## config.mk

```make
export PLATFORM = sky130hd
export DESIGN_NAME = unidade_controle_jogo
export DESIGN_NICKNAME = d
export VERILOG_FILES = /design/src/rtl/unidade_controle_jogo_pkg.sv /design/src/rtl/unidade_controle_jogo_contador_timeout.sv /design/src/rtl/unidade_controle_jogo.sv
export SDC_FILE = /design/constraint.sdc
export NUM_CORES = 1
export LEC_CHECK = 0
export CAP_MARGIN = 40
export CORE_MARGIN = 1
export CORE_UTILIZATION = 49
export CTS_CLUSTER_DIAMETER = 120
export DETAILED_ROUTE_END_ITERATION = 8
export PLACE_DENSITY = 0.87
export SLEW_MARGIN = 5
export SYNTH_ARGS = -nofsm -noshare
export SYNTH_HDL_FRONTEND = slang
export SYNTH_SLANG_ARGS = --single-unit
```

## constraint.sdc

```tcl
create_clock -name clock -period 2.3 [get_ports clock]
set_clock_uncertainty 0.2 [all_clocks]
set_input_delay 0.345 -clock clock [delete_from_list [all_inputs] [get_ports clock]]
set_output_delay 0.345 -clock clock [all_outputs]
set_load 0.005 [all_outputs]
```

## src/rtl/unidade_controle_jogo_pkg.sv

```systemverilog
// jogo_pkg: shared definitions for the Memory Challenge control unit.
//   - estado_t: 4-bit state codes; these are the values exposed on db_estado.
//   - MODO_BIT_TIMEOUT: bit of the mode register that enables the inactivity timeout.
package jogo_pkg;

  typedef enum logic [3:0] {
    INICIAL       = 4'h0,
    PREPARACAO    = 4'h1,
    INICIO_RODADA = 4'h2,
    ESPERA        = 4'h3,
    REGISTRA      = 4'h4,
    COMPARA       = 4'h5,
    PROXIMO       = 4'h6,
    PROX_RODADA   = 4'h7,
    FIM_ACERTO    = 4'hA,
    FIM_ERRO      = 4'hE,
    FIM_TIMEOUT   = 4'hF
  } estado_t;

  localparam int MODO_BIT_TIMEOUT = 0;

endpackage

```

## src/rtl/unidade_controle_jogo_contador_timeout.sv

```systemverilog
// contador_timeout: inactivity timer for the game control unit.
// Ports:
//   clock  in  : system clock, rising edge
//   zera   in  : synchronous clear (wins over conta)
//   conta  in  : count enable, +1 per cycle
//   fim    out : count has reached T_LIMITE-1
// The count saturates at T_LIMITE-1 so a long wait with timeout disabled
// never wraps back and fakes a fresh start.
module contador_timeout #(
  parameter int T_LIMITE = 3000,
  parameter int W_T      = 12
) (
  input  logic clock,
  input  logic zera,
  input  logic conta,
  output logic fim
);

  localparam logic [W_T-1:0] ULTIMO = W_T'(T_LIMITE - 1);

  logic [W_T-1:0] cont_q;
  logic [W_T-1:0] cont_d;

  always_comb begin
    cont_d = cont_q;
    if (zera) begin
      cont_d = '0;
    end else if (conta && (cont_q != ULTIMO)) begin
      cont_d = cont_q + 1'b1;
    end
  end

  always_ff @(posedge clock) begin
    cont_q <= cont_d;
  end

  assign fim = (cont_q == ULTIMO);

endmodule

```

## src/rtl/unidade_controle_jogo.sv

```systemverilog
// unidade_controle_jogo: Moore FSM sequencing the Memory Challenge datapath.
// Ports:
//   clock, reset (sync, active-high)
//   iniciar        : start/restart request (level)
//   jogada         : one-cycle pulse per button press
//   igual          : stored play equals memory word
//   fim_endereco   : address counter at current round limit
//   fim_limite     : round limit at last position
//   modo[1:0]      : mode register; bit0 enables timeout
//   zera_/conta_endereco, zera_/conta_limite, zera_jogada, registra_jogada,
//   registra_modo  : datapath strobes, one cycle per state visit
//   pronto, acertou, errou, timeout : end-of-game flags, held until iniciar
//   db_estado[3:0] : current state code
// Input protocol: jogada is a single-cycle pulse; igual must be valid in
// COMPARA, one cycle after registra_jogada loads the play register.
module unidade_controle_jogo
  import jogo_pkg::*;
#(
  parameter int T_LIMITE = 3000,
  parameter int W_T      = 12
) (
  input  logic       clock,
  input  logic       reset,
  input  logic       iniciar,
  input  logic       jogada,
  input  logic       igual,
  input  logic       fim_endereco,
  input  logic       fim_limite,
  input  logic [1:0] modo,
  output logic       zera_endereco,
  output logic       conta_endereco,
  output logic       zera_limite,
  output logic       conta_limite,
  output logic       zera_jogada,
  output logic       registra_jogada,
  output logic       registra_modo,
  output logic       pronto,
  output logic       acertou,
  output logic       errou,
  output logic       timeout,
  output logic [3:0] db_estado
);

  estado_t estado_q;
  estado_t estado_d;
  logic    fim_tempo;
  logic    unused_modo_alto;

  // modo[1] belongs to the datapath only.
  assign unused_modo_alto = modo[1];

  // Timer runs only while waiting for a play; every other state (and reset)
  // clears it so each ESPERA visit starts from zero.
  contador_timeout #(
    .T_LIMITE(T_LIMITE),
    .W_T     (W_T)
  ) u_timer (
    .clock(clock),
    .zera (reset || (estado_q != ESPERA)),
    .conta(estado_q == ESPERA),
    .fim  (fim_tempo)
  );

  always_ff @(posedge clock) begin
    if (reset) begin
      estado_q <= INICIAL;
    end else begin
      estado_q <= estado_d;
    end
  end

  // Next-state decoder.
  always_comb begin
    estado_d = estado_q;
    case (estado_q)
      INICIAL:       if (iniciar) estado_d = PREPARACAO;
      PREPARACAO:    estado_d = INICIO_RODADA;
      INICIO_RODADA: estado_d = ESPERA;
      ESPERA: begin
        // A play in the expiry cycle still counts.
        if (jogada) begin
          estado_d = REGISTRA;
        end else if (modo[MODO_BIT_TIMEOUT] && fim_tempo) begin
          estado_d = FIM_TIMEOUT;
        end
      end
      REGISTRA:      estado_d = COMPARA;
      COMPARA: begin
        if (!igual) begin
          estado_d = FIM_ERRO;
        end else if (!fim_endereco) begin
          estado_d = PROXIMO;
        end else if (fim_limite) begin
          estado_d = FIM_ACERTO;
        end else begin
          estado_d = PROX_RODADA;
        end
      end
      PROXIMO:       estado_d = ESPERA;
      PROX_RODADA:   estado_d = INICIO_RODADA;
      FIM_ACERTO, FIM_ERRO, FIM_TIMEOUT: begin
        if (iniciar) estado_d = PREPARACAO;
      end
      default:       estado_d = INICIAL;
    endcase
  end

  // Output decoder: depends on estado_q only.
  always_comb begin
    zera_endereco   = 1'b0;
    conta_endereco  = 1'b0;
    zera_limite     = 1'b0;
    conta_limite    = 1'b0;
    zera_jogada     = 1'b0;
    registra_jogada = 1'b0;
    registra_modo   = 1'b0;
    pronto          = 1'b0;
    acertou         = 1'b0;
    errou           = 1'b0;
    timeout         = 1'b0;
    case (estado_q)
      PREPARACAO: begin
        zera_endereco = 1'b1;
        zera_limite   = 1'b1;
        zera_jogada   = 1'b1;
        registra_modo = 1'b1;
      end
      INICIO_RODADA: zera_endereco   = 1'b1;
      REGISTRA:      registra_jogada = 1'b1;
      PROXIMO:       conta_endereco  = 1'b1;
      PROX_RODADA:   conta_limite    = 1'b1;
      FIM_ACERTO: begin
        pronto  = 1'b1;
        acertou = 1'b1;
      end
      FIM_ERRO: begin
        pronto = 1'b1;
        errou  = 1'b1;
      end
      FIM_TIMEOUT: begin
        pronto  = 1'b1;
        timeout = 1'b1;
      end
      default: ;
    endcase
  end

  assign db_estado = estado_q;

endmodule

```

### After elaboration in Yosys (flattened, before gate mapping)

Index checks and enable logic that the tools add are counted.

* add/subtract/negate cells: 1
* muxes and demuxes: 16
* equal/unequal tests: 15
* reduce and logical (&&, ||, !) cells: 10

Operators with widths (number)
* two-way mux 4 bit: 6
* case mux 4 bit (6 select lines): 1
* equality test 4 x 3 -> 1 bit (second input constant): 4
* adder 12 x 1 -> 12 bit (second input constant): 1
* equality test 12 bit (second input constant): 1
* equality test 4 bit (second input constant): 3
* inequality test 12 bit (second input constant): 1
* two-way mux 1 bit: 9
* equality test 4 x 2 -> 1 bit (second input constant): 2
* OR reduction 2 bit: 3
* equality test 4 x 1 -> 1 bit (second input constant): 1
* zero test 4 bit: 1
* inequality test 4 x 2 -> 1 bit (second input constant): 1
* OR reduction 4 bit: 1
* inequality test 3 bit (second input constant): 1
* OR reduction 3 bit: 1
* logical AND 1 bit: 2
* inequality test 2 x 1 -> 1 bit (second input constant): 1
* AND reduction 2 bit: 1
* logical OR 1 bit: 1

* logic and storage cells: 44
* output and inout bits: 15
* register bits after elaboration: 16

### Logic depth before layout (Yosys ltp)

Gate-level depths: netlist of run 1.

* depth in word-level cells: 5
* gate-level depth with buffers: 5
* mapped depth without buffers: 5

### Hierarchy

From an unflattened synthesis of run 1, not the netlist that was laid out.

* cells, all modules: 128
* area, all modules: 1011.0 um^2

By module, submodules not included
* contador_timeout: sequential area each 240.2 um^2, times used 1, area each 598.1 um^2, cells an instance 70
* unidade_controle_jogo: sequential area each 80.1 um^2, times used 1, area each 412.9 um^2, cells an instance 58

### Worst setup path after synthesis of run 1

Ideal clock, no wire load.

* path type: reg2reg
* from: register u_timer.cont_q[0]
* to: register u_timer.cont_q[11]
* setup slack: 0.635 ns
* stages on the path, launching flop included: 6
* buffers on the path: 0
* data arrival time: 1.395 ns
* period minus slack after synthesis: 1.665 ns
* data required time: 2.029 ns
* library setup time: 0.071 ns
* cells stage by stage: dfxtp_1 ha_1 nand4bb_2 o31ai_4 or4_1 a21oi_1

* cells in the longest elaborated chain, start to end: 2
* elaborated cells on any way between the ends: 3
* those cells by class: 1 x add/sub; 1 x eq/ne; 1 x reduce/logical

RTL lines
* start: declaration: RTL line unidade_controle_jogo_contador_timeout.sv:21 `logic [W_T-1:0] cont_q;`
* start signal: assignment: RTL line unidade_controle_jogo_contador_timeout.sv:34 `cont_q <= cont_d;`
* parallel branches: the longest is 2 deep, another holds adder 12 x 1 -> 12 bit

Several ways; the timed one is not identified.
A chain may end at the register's enable or synchronous reset.

### Worst setup path in the final report of run 1

* from: register estado_q[1] (netlist: db_estado[1])
* to: output acertou

* cells in the longest elaborated chain, start to end: 2

RTL lines
* start: declaration: RTL line unidade_controle_jogo.sv:44 `estado_t estado_q;`
* start signal: assignment: RTL line unidade_controle_jogo.sv:68 `estado_q <= estado_d;`
* equality test 4 bit: RTL line unidade_controle_jogo.sv:121 `case (estado_q)`
* two-way mux 1 bit: RTL line unidade_controle_jogo.sv:121
* end: declaration: RTL line unidade_controle_jogo.sv:38 `output logic acertou,`

Every way passes these cells.

==> metrics, run 1 <==
status=finished clean; clock latency on the worst-skew pair=0.29 ns; Placement Setup Slack=0.258 ns; Cell Area, Placed=1270 um2; Syn Nets=131; first-pass GRT wire length=3550 um; Post-synth EDFFs=0; ys flop type=dfxtp_1; vias in the first global route=819; crit path max-delay cell type=clkdlybuf4s50_1; crit path kind=flip-flop to output port; Max-slew headroom=68.9%; CP max stage delay=0.50 ns; nets=154; CP Data Arrival Time=1.65 ns; H-tree depth=1; Synth Register Bits=16; RR Startpoint=db_estado[3]$_SDFFE_PP0P_; most frequent cells in the layout=clkdlybuf4s50_1, dfxtp_1, nor2_1; reg2reg end=db_estado[1]$_SDFFE_PP0P_; Vias=983; type of the worst min-delay path=flip-flop to flip-flop; Leak Pwr=0.000486 uW; Worst setup EP type=output port; Synth Area in Simple Gates=37.3%; gr ovfl total=0; fmax=0.456 GHz; Slew @ Worst Pin=0.467 ns; Inserted Diodes=0; synthesized area=1030 um2; Root Driver=clkbuf_4; Clock transition at path regs=0.09 ns; met3 wire len=80 um; post-CTS setup buffers=0; Req. time, crit path=1.75 ns; hold endpoint=u_timer.cont_q[9]$_SDFFE_PP0P_; Die X=47.8 um; R2R Setup Slk=0.38 ns; Pwr Total=718 uW; Hold Path Origin=u_timer.cont_q[9]$_SDFFE_PP0P_; Final period util=95.3%; largest fanout on the critical path=12; final hold vios=0; Synth-to-Final Area Change=27.0%; num ports=24; DRT Pass-1 Iters=4; CORE AREA=1960 um2; most common cell after layout, fill and taps aside=clkdlybuf4s50_1; uppermost layer routed=met4; Yosys top cell by area=dfxtp_1; clock sink count=16; VDD IR max=0.345 mV; CTS tree=yes; endpoints failing setup=0; family with the most delay on the worst path=buffers and inverters; clock buffer depth=2; via density per instance=5.82; WL final=2300 um; Post-synth ARST share=0%; Synth Area in Adders=1.22%; min Tclk post-route=2.19 ns; Mapped Cells=121; Final Cell Area=1310 um2; Synth Warn #=0; synth unique cells=44; Area contributors post-synth=dfxtp_1, nor2_1, nor3_1, xor2_1, nand2b_1; crit path cell chain=nor2b_2, and3_1, clkdlybuf4s50_1; sequential share of the synthesized area=31.1%; hold_buf cts=0; Max Slew Vio Count=0; Port Buf Inserts=22; DRC Markers=0; hold path depth=2; GRT Total Usage=22.4%; Die Height=47.8 um; mux share of post-synthesis cell area=2.92%; wire length per cell=13.6 um; DRT met1 WL=1120 um; fin worst setup slack=0.109 ns; PD cells=549 nW/um2; Startpoint Class=flip-flop; share of cells above drive strength 1=14.8%; WL met2=1080 um; initial antenna violation count=0; initial drt markers=19; TNS Setup=0 ns; unrepaired setup endpoints after global routing=no; largest net degree at the start of global routing=14; Final ANT Viol Nets=0; FILL cells=166; compound-gate portion of the synthesized area=18.7%; Initial Util=52.5%; number of buffers created by CTS=3; Die ar.=2290 um2; Mean Syn Cell Area=8.51 um2; max_cap viols=0; Site Rows=16; CTS-repair resized insts=1; largest family of logic cells by synthesized area=simple AND/OR/NAND/NOR gates; top-area cell type share of the netlist area=31.1%; Post-Synth XOR/XNOR Area=4.25%; reg2reg path depth=5; gpl congestion=0.761; hpwl dp=1750 um; crit path buf inv count=1
==> logic make-up after synthesis <==
group                    count (synthesis)
AO/OA/AOI/OAI                           26
AND/OR/NAND/NOR                         60
buffers and inverters                   10
adder cells (fa/ha/maj)                  1
XOR/XNOR                                 5
flip-flops                              16
multiplexers                             3
==> how the worst max path moves through the flow <==
stage / from / end / slack [ns] / cells after the start
after floorplan: u_timer.cont_q[0]$_SDFFE_PP0P_ / u_timer.cont_q[11]$_SDFFE_PP0P_ / 0.63 / 5
after global placement: db_estado[1]$_SDFFE_PP0P_ / acertou / 0.28 / 3
after detailed placement: db_estado[1]$_SDFFE_PP0P_ / acertou / 0.26 / 3
after CTS: db_estado[3]$_SDFFE_PP0P_ / zera_limite / 0.03 / 3
after global routing: db_estado[1]$_SDFFE_PP0P_ / acertou / 0.01 / 3
final: db_estado[1]$_SDFFE_PP0P_ / acertou / 0.11 / 3
==> worst min-delay path, delay by kind of cell, from the launching register on <==
family / cells / cell delay (ns)
AO/OA/AOI/OAI: 2 / 0.14
flip-flops: 1 / 0.35
==> flip-flops by register name, summed over array words and instances (netlist names) <==
signal and cells:
db_estado 4, u_timer.cont_q 12
==> per-layer routing <==
layer	up-vias	global-route usage, %
met3	4	7.92
met5	-	0
li1	496	-
met4	0	5.00
met1	465	31.1
met2	18	33.2
==> layout make-up <==
cell class	instances	area, um2	share of cell area, %
Inverter	3	11.3	0.861
Clock buffer	3	22.5	1.72
Tap cell	27	33.8	2.58
Sequential cell	16	324	24.8
Multi-Input combinational cell	95	671	51.3
Timing Repair Buffer	25	245	18.8
==> through the flow <==
stage	utilization, %	std cells	hold WS, ns
global placement	64.8	166	0.285
detailed placement	64.8	166	0.317
floorplan	-	121	0.210
finish	66.6	169	0.333
global route	66.6	169	0.373
CTS	66.0	169	0.328
==> synthesized netlist by cell type, types with 2 or more instances <==
cell type and number:
inv_1 3, clkbuf_1 4, a31oi_1 2, nand2_1 7, nor2b_1 2, and3_1 2, nand3b_1 2, or4_1 3
nand3_1 4, a21oi_1 6, o31ai_1 3, nand3_2 2, or3_1 3, nor2_1 11, nor3_1 7, nand4_1 2
nand2b_1 5, o21ai_0 5, buf_4 2, mux2i_1 3, dfxtp_1 16, and4bb_1 2, xor2_1 4
==> where the power goes <==
part | leakage (uW) | switching, uW | internal [uW]
Clock | 0.0000138 | 82.9 | 60.9
Sequential | 0.000131 | 32.7 | 293
Combinational | 0.000341 | 104 | 145
(Power assumes the default switching activity.)
==> run 2, diff against run 1 <==
- CAP_MARGIN: 40 -> not set
==> results of run 2 <==
No change in the layout: final DEF, timing and power equal those of run 1.
==> run 3, diff against run 2 <==
- CORE_UTILIZATION: 49 -> 50
- PLACE_DENSITY: 0.87 -> 0.88
- SLEW_MARGIN: 5 -> not set
- TNS_END_PERCENT: not set -> 50
- clock period: 2.3 -> 2.73 ns (I/O delays scaled with it)
==> run 3 against run 2 <==
Effect of this change:
- sequential cell count unchanged
- critical path depth unchanged
- register-to-register slack improved by 0.37 ns
- sequential power decreased by 11%
- final cell count decreased by 1.8%
- die area decreased by 1.9%
- utilization decreased by 1.1 points
- via count increased by 1.2%
==> metrics, run 3 (synthesis results as in run 1) <==
type of the worst min-delay path=flip-flop to flip-flop; final hold vios=0 (unchanged); CORE AREA=1940 um2 (-1.0%); status=finished clean; CP Data Arrival Time=1.93 ns (+0.28 ns); initial antenna violation count=0 (unchanged); max FFs per register=12 (unchanged); initial drt markers=42 (+23); crit path cell chain=nor2b_1, and3_1, clkdlybuf4s50_1; wire length per cell=13.7 um (+0.22%); largest fanout on the critical path=16 (+4); gpl congestion=0.774 (+1.8%); PD cells=461 nW/um2 (-16%); endpoints failing setup=0 (unchanged); fmax=0.393 GHz; Inserted Diodes=0 (unchanged); FILL cells=166 (unchanged); DRT Pass-1 Iters=4 (unchanged); Req. time, crit path=2.12 ns (+0.37 ns); Startpoint Class=flip-flop; CP max stage delay=0.63 ns (+0.13 ns); crit path max-delay cell type=dfxtp_1; TNS Setup=0 ns (unchanged); Hold Path Origin=u_timer.cont_q[9]$_SDFFE_PP0P_; crit path buf inv count=1 (unchanged); unrepaired setup endpoints after global routing=no; Port Buf Inserts=22 (unchanged); vias in the first global route=818 (-0.12%); clock buffer depth=2 (unchanged); CTS tree=yes; clock latency on the worst-skew pair=0.29 ns (about the same); Pwr Total=587 uW (-18%); Crit. Startpoint=db_estado[1]$_SDFFE_PP0P_; H-tree depth=1 (unchanged); via density per instance=5.99 (+3.1%); Clock transition at path regs=0.09 ns (about the same); Root Driver=clkbuf_4; Cell Area, Placed=1250 um2 (-1.8%); num ports=24 (unchanged); nets=151 (-1.9%); Max-slew headroom=67.4% (-1.5 points); register with the most flip-flops=u_timer.cont_q; Die Height=47.4 um (-0.96%); gr ovfl total=0 (unchanged); clock sink count=16 (unchanged); Final ANT Viol Nets=0 (unchanged); Worst setup EP type=output port; Max Slew Vio Count=0 (unchanged); first-pass GRT wire length=3720 um (+4.9%); Hold WS=0.318 ns (-0.0146 ns); DRC Markers=0 (unchanged); Initial Util=53.0% (+0.54 points); largest net degree at the start of global routing=17 (+3); WL final=2270 um (-1.6%); VDD IR max=0.393 mV (+14%); most common cell after layout, fill and taps aside=clkdlybuf4s50_1; Synth-to-Final Area Change=23.6%; most frequent cells in the layout=clkdlybuf4s50_1, dfxtp_1, nor2_1; Site Rows=16 (unchanged); Die X=47.4 um (-0.96%); hpwl dp=1670 um (-4.8%); Final Cell Area=1270 um2 (-2.7%); number of buffers created by CTS=3 (unchanged); family with the most delay on the worst path=flip-flops; Slew @ Worst Pin=0.489 ns (+0.0222 ns); hold_buf cts=0 (unchanged); Leak Pwr=0.000446 uW (-8.1%); max_cap viols=0 (unchanged); GRT Total Usage=24.0% (+1.6 points); share of cells above drive strength 1=10.1% (-4.7 points); Final period util=93.1%; min Tclk post-route=2.54 ns; Vias=995 (+1.2%); Die ar.=2240 um2 (-1.9%); RR Startpoint=db_estado[1]$_SDFFE_PP0P_; crit path kind=flip-flop to output port
[run 3: cell types whose count changed in the layout (fill, tap and decap cells not counted)]
cell,before,now
dfxtp_2,3,1
dlymetal6s2s_1,1,0
nor2b_2,1,0
clkdlybuf4s50_1,21,22
nor3_1,6,7
nor2b_1,1,2
nor3_2,1,0
buf_4,3,0
dfxtp_1,13,15
[run 3: stage by stage]
step | std cells | setup WS (ns) | utilization [%]
floorplan | 121 | 1.06 | -
global placement | 163 | 0.549 | 64.3
detailed placement | 163 | 0.463 | 64.3
CTS | 166 | 0.146 | 65.5
global route | 166 | 0.0402 | 65.5
finish | 166 | 0.188 | 65.5
[run 3: layout make-up]
type | instances | area (um2) | share of cell area [%]
inverter | 3 | 11.3 | 0.885
timing repair buffer | 22 | 220 | 17.3
sequential | 16 | 322 | 25.3
clock buffer | 3 | 22.5 | 1.77
tap | 27 | 33.8 | 2.65
multi-input combinational | 95 | 663 | 52.1
[run 3: layer usage]
metal | global-route usage (%) | wire (um)
met3 | 6.92 | 95
met1 | 34.3 | 1070
met2 | 34.0 | 1070
met4 | 8.57 | 30
met5 | 0 | 0
[run 3: repair_timing]
item,4_1_cts,5_1_grt
setup endpoints to repair,0,3
setup buffers,0,0
resized for setup,0,1
[run 3: power breakdown]
part	internal (uW)	leakage [uW]	switching, uW
Clock	51.4	0.0000138	71.0
Sequential	246	0.000130	42.8
Combinational	108	0.000303	68.0
Total	405	0.000446	182
[run 3: worst paths after layout]
check	end	slack, ns	cells after the start
worst max-delay path	acertou	0.19	3
worst min-delay path	u_timer.cont_q[9]$_SDFFE_PP0P_	0.32	2
worst max register to register	u_timer.cont_q[11]$_SDFFE_PP0P_	0.75	4
worst min register to register	u_timer.cont_q[9]$_SDFFE_PP0P_	0.32	2
[run 3: tightest hold or removal path, cell delays in order (launching register included)]
cell and delay (ns):
dfxtp_1 0.35, o31ai_1 0.07, a21oi_1 0.06
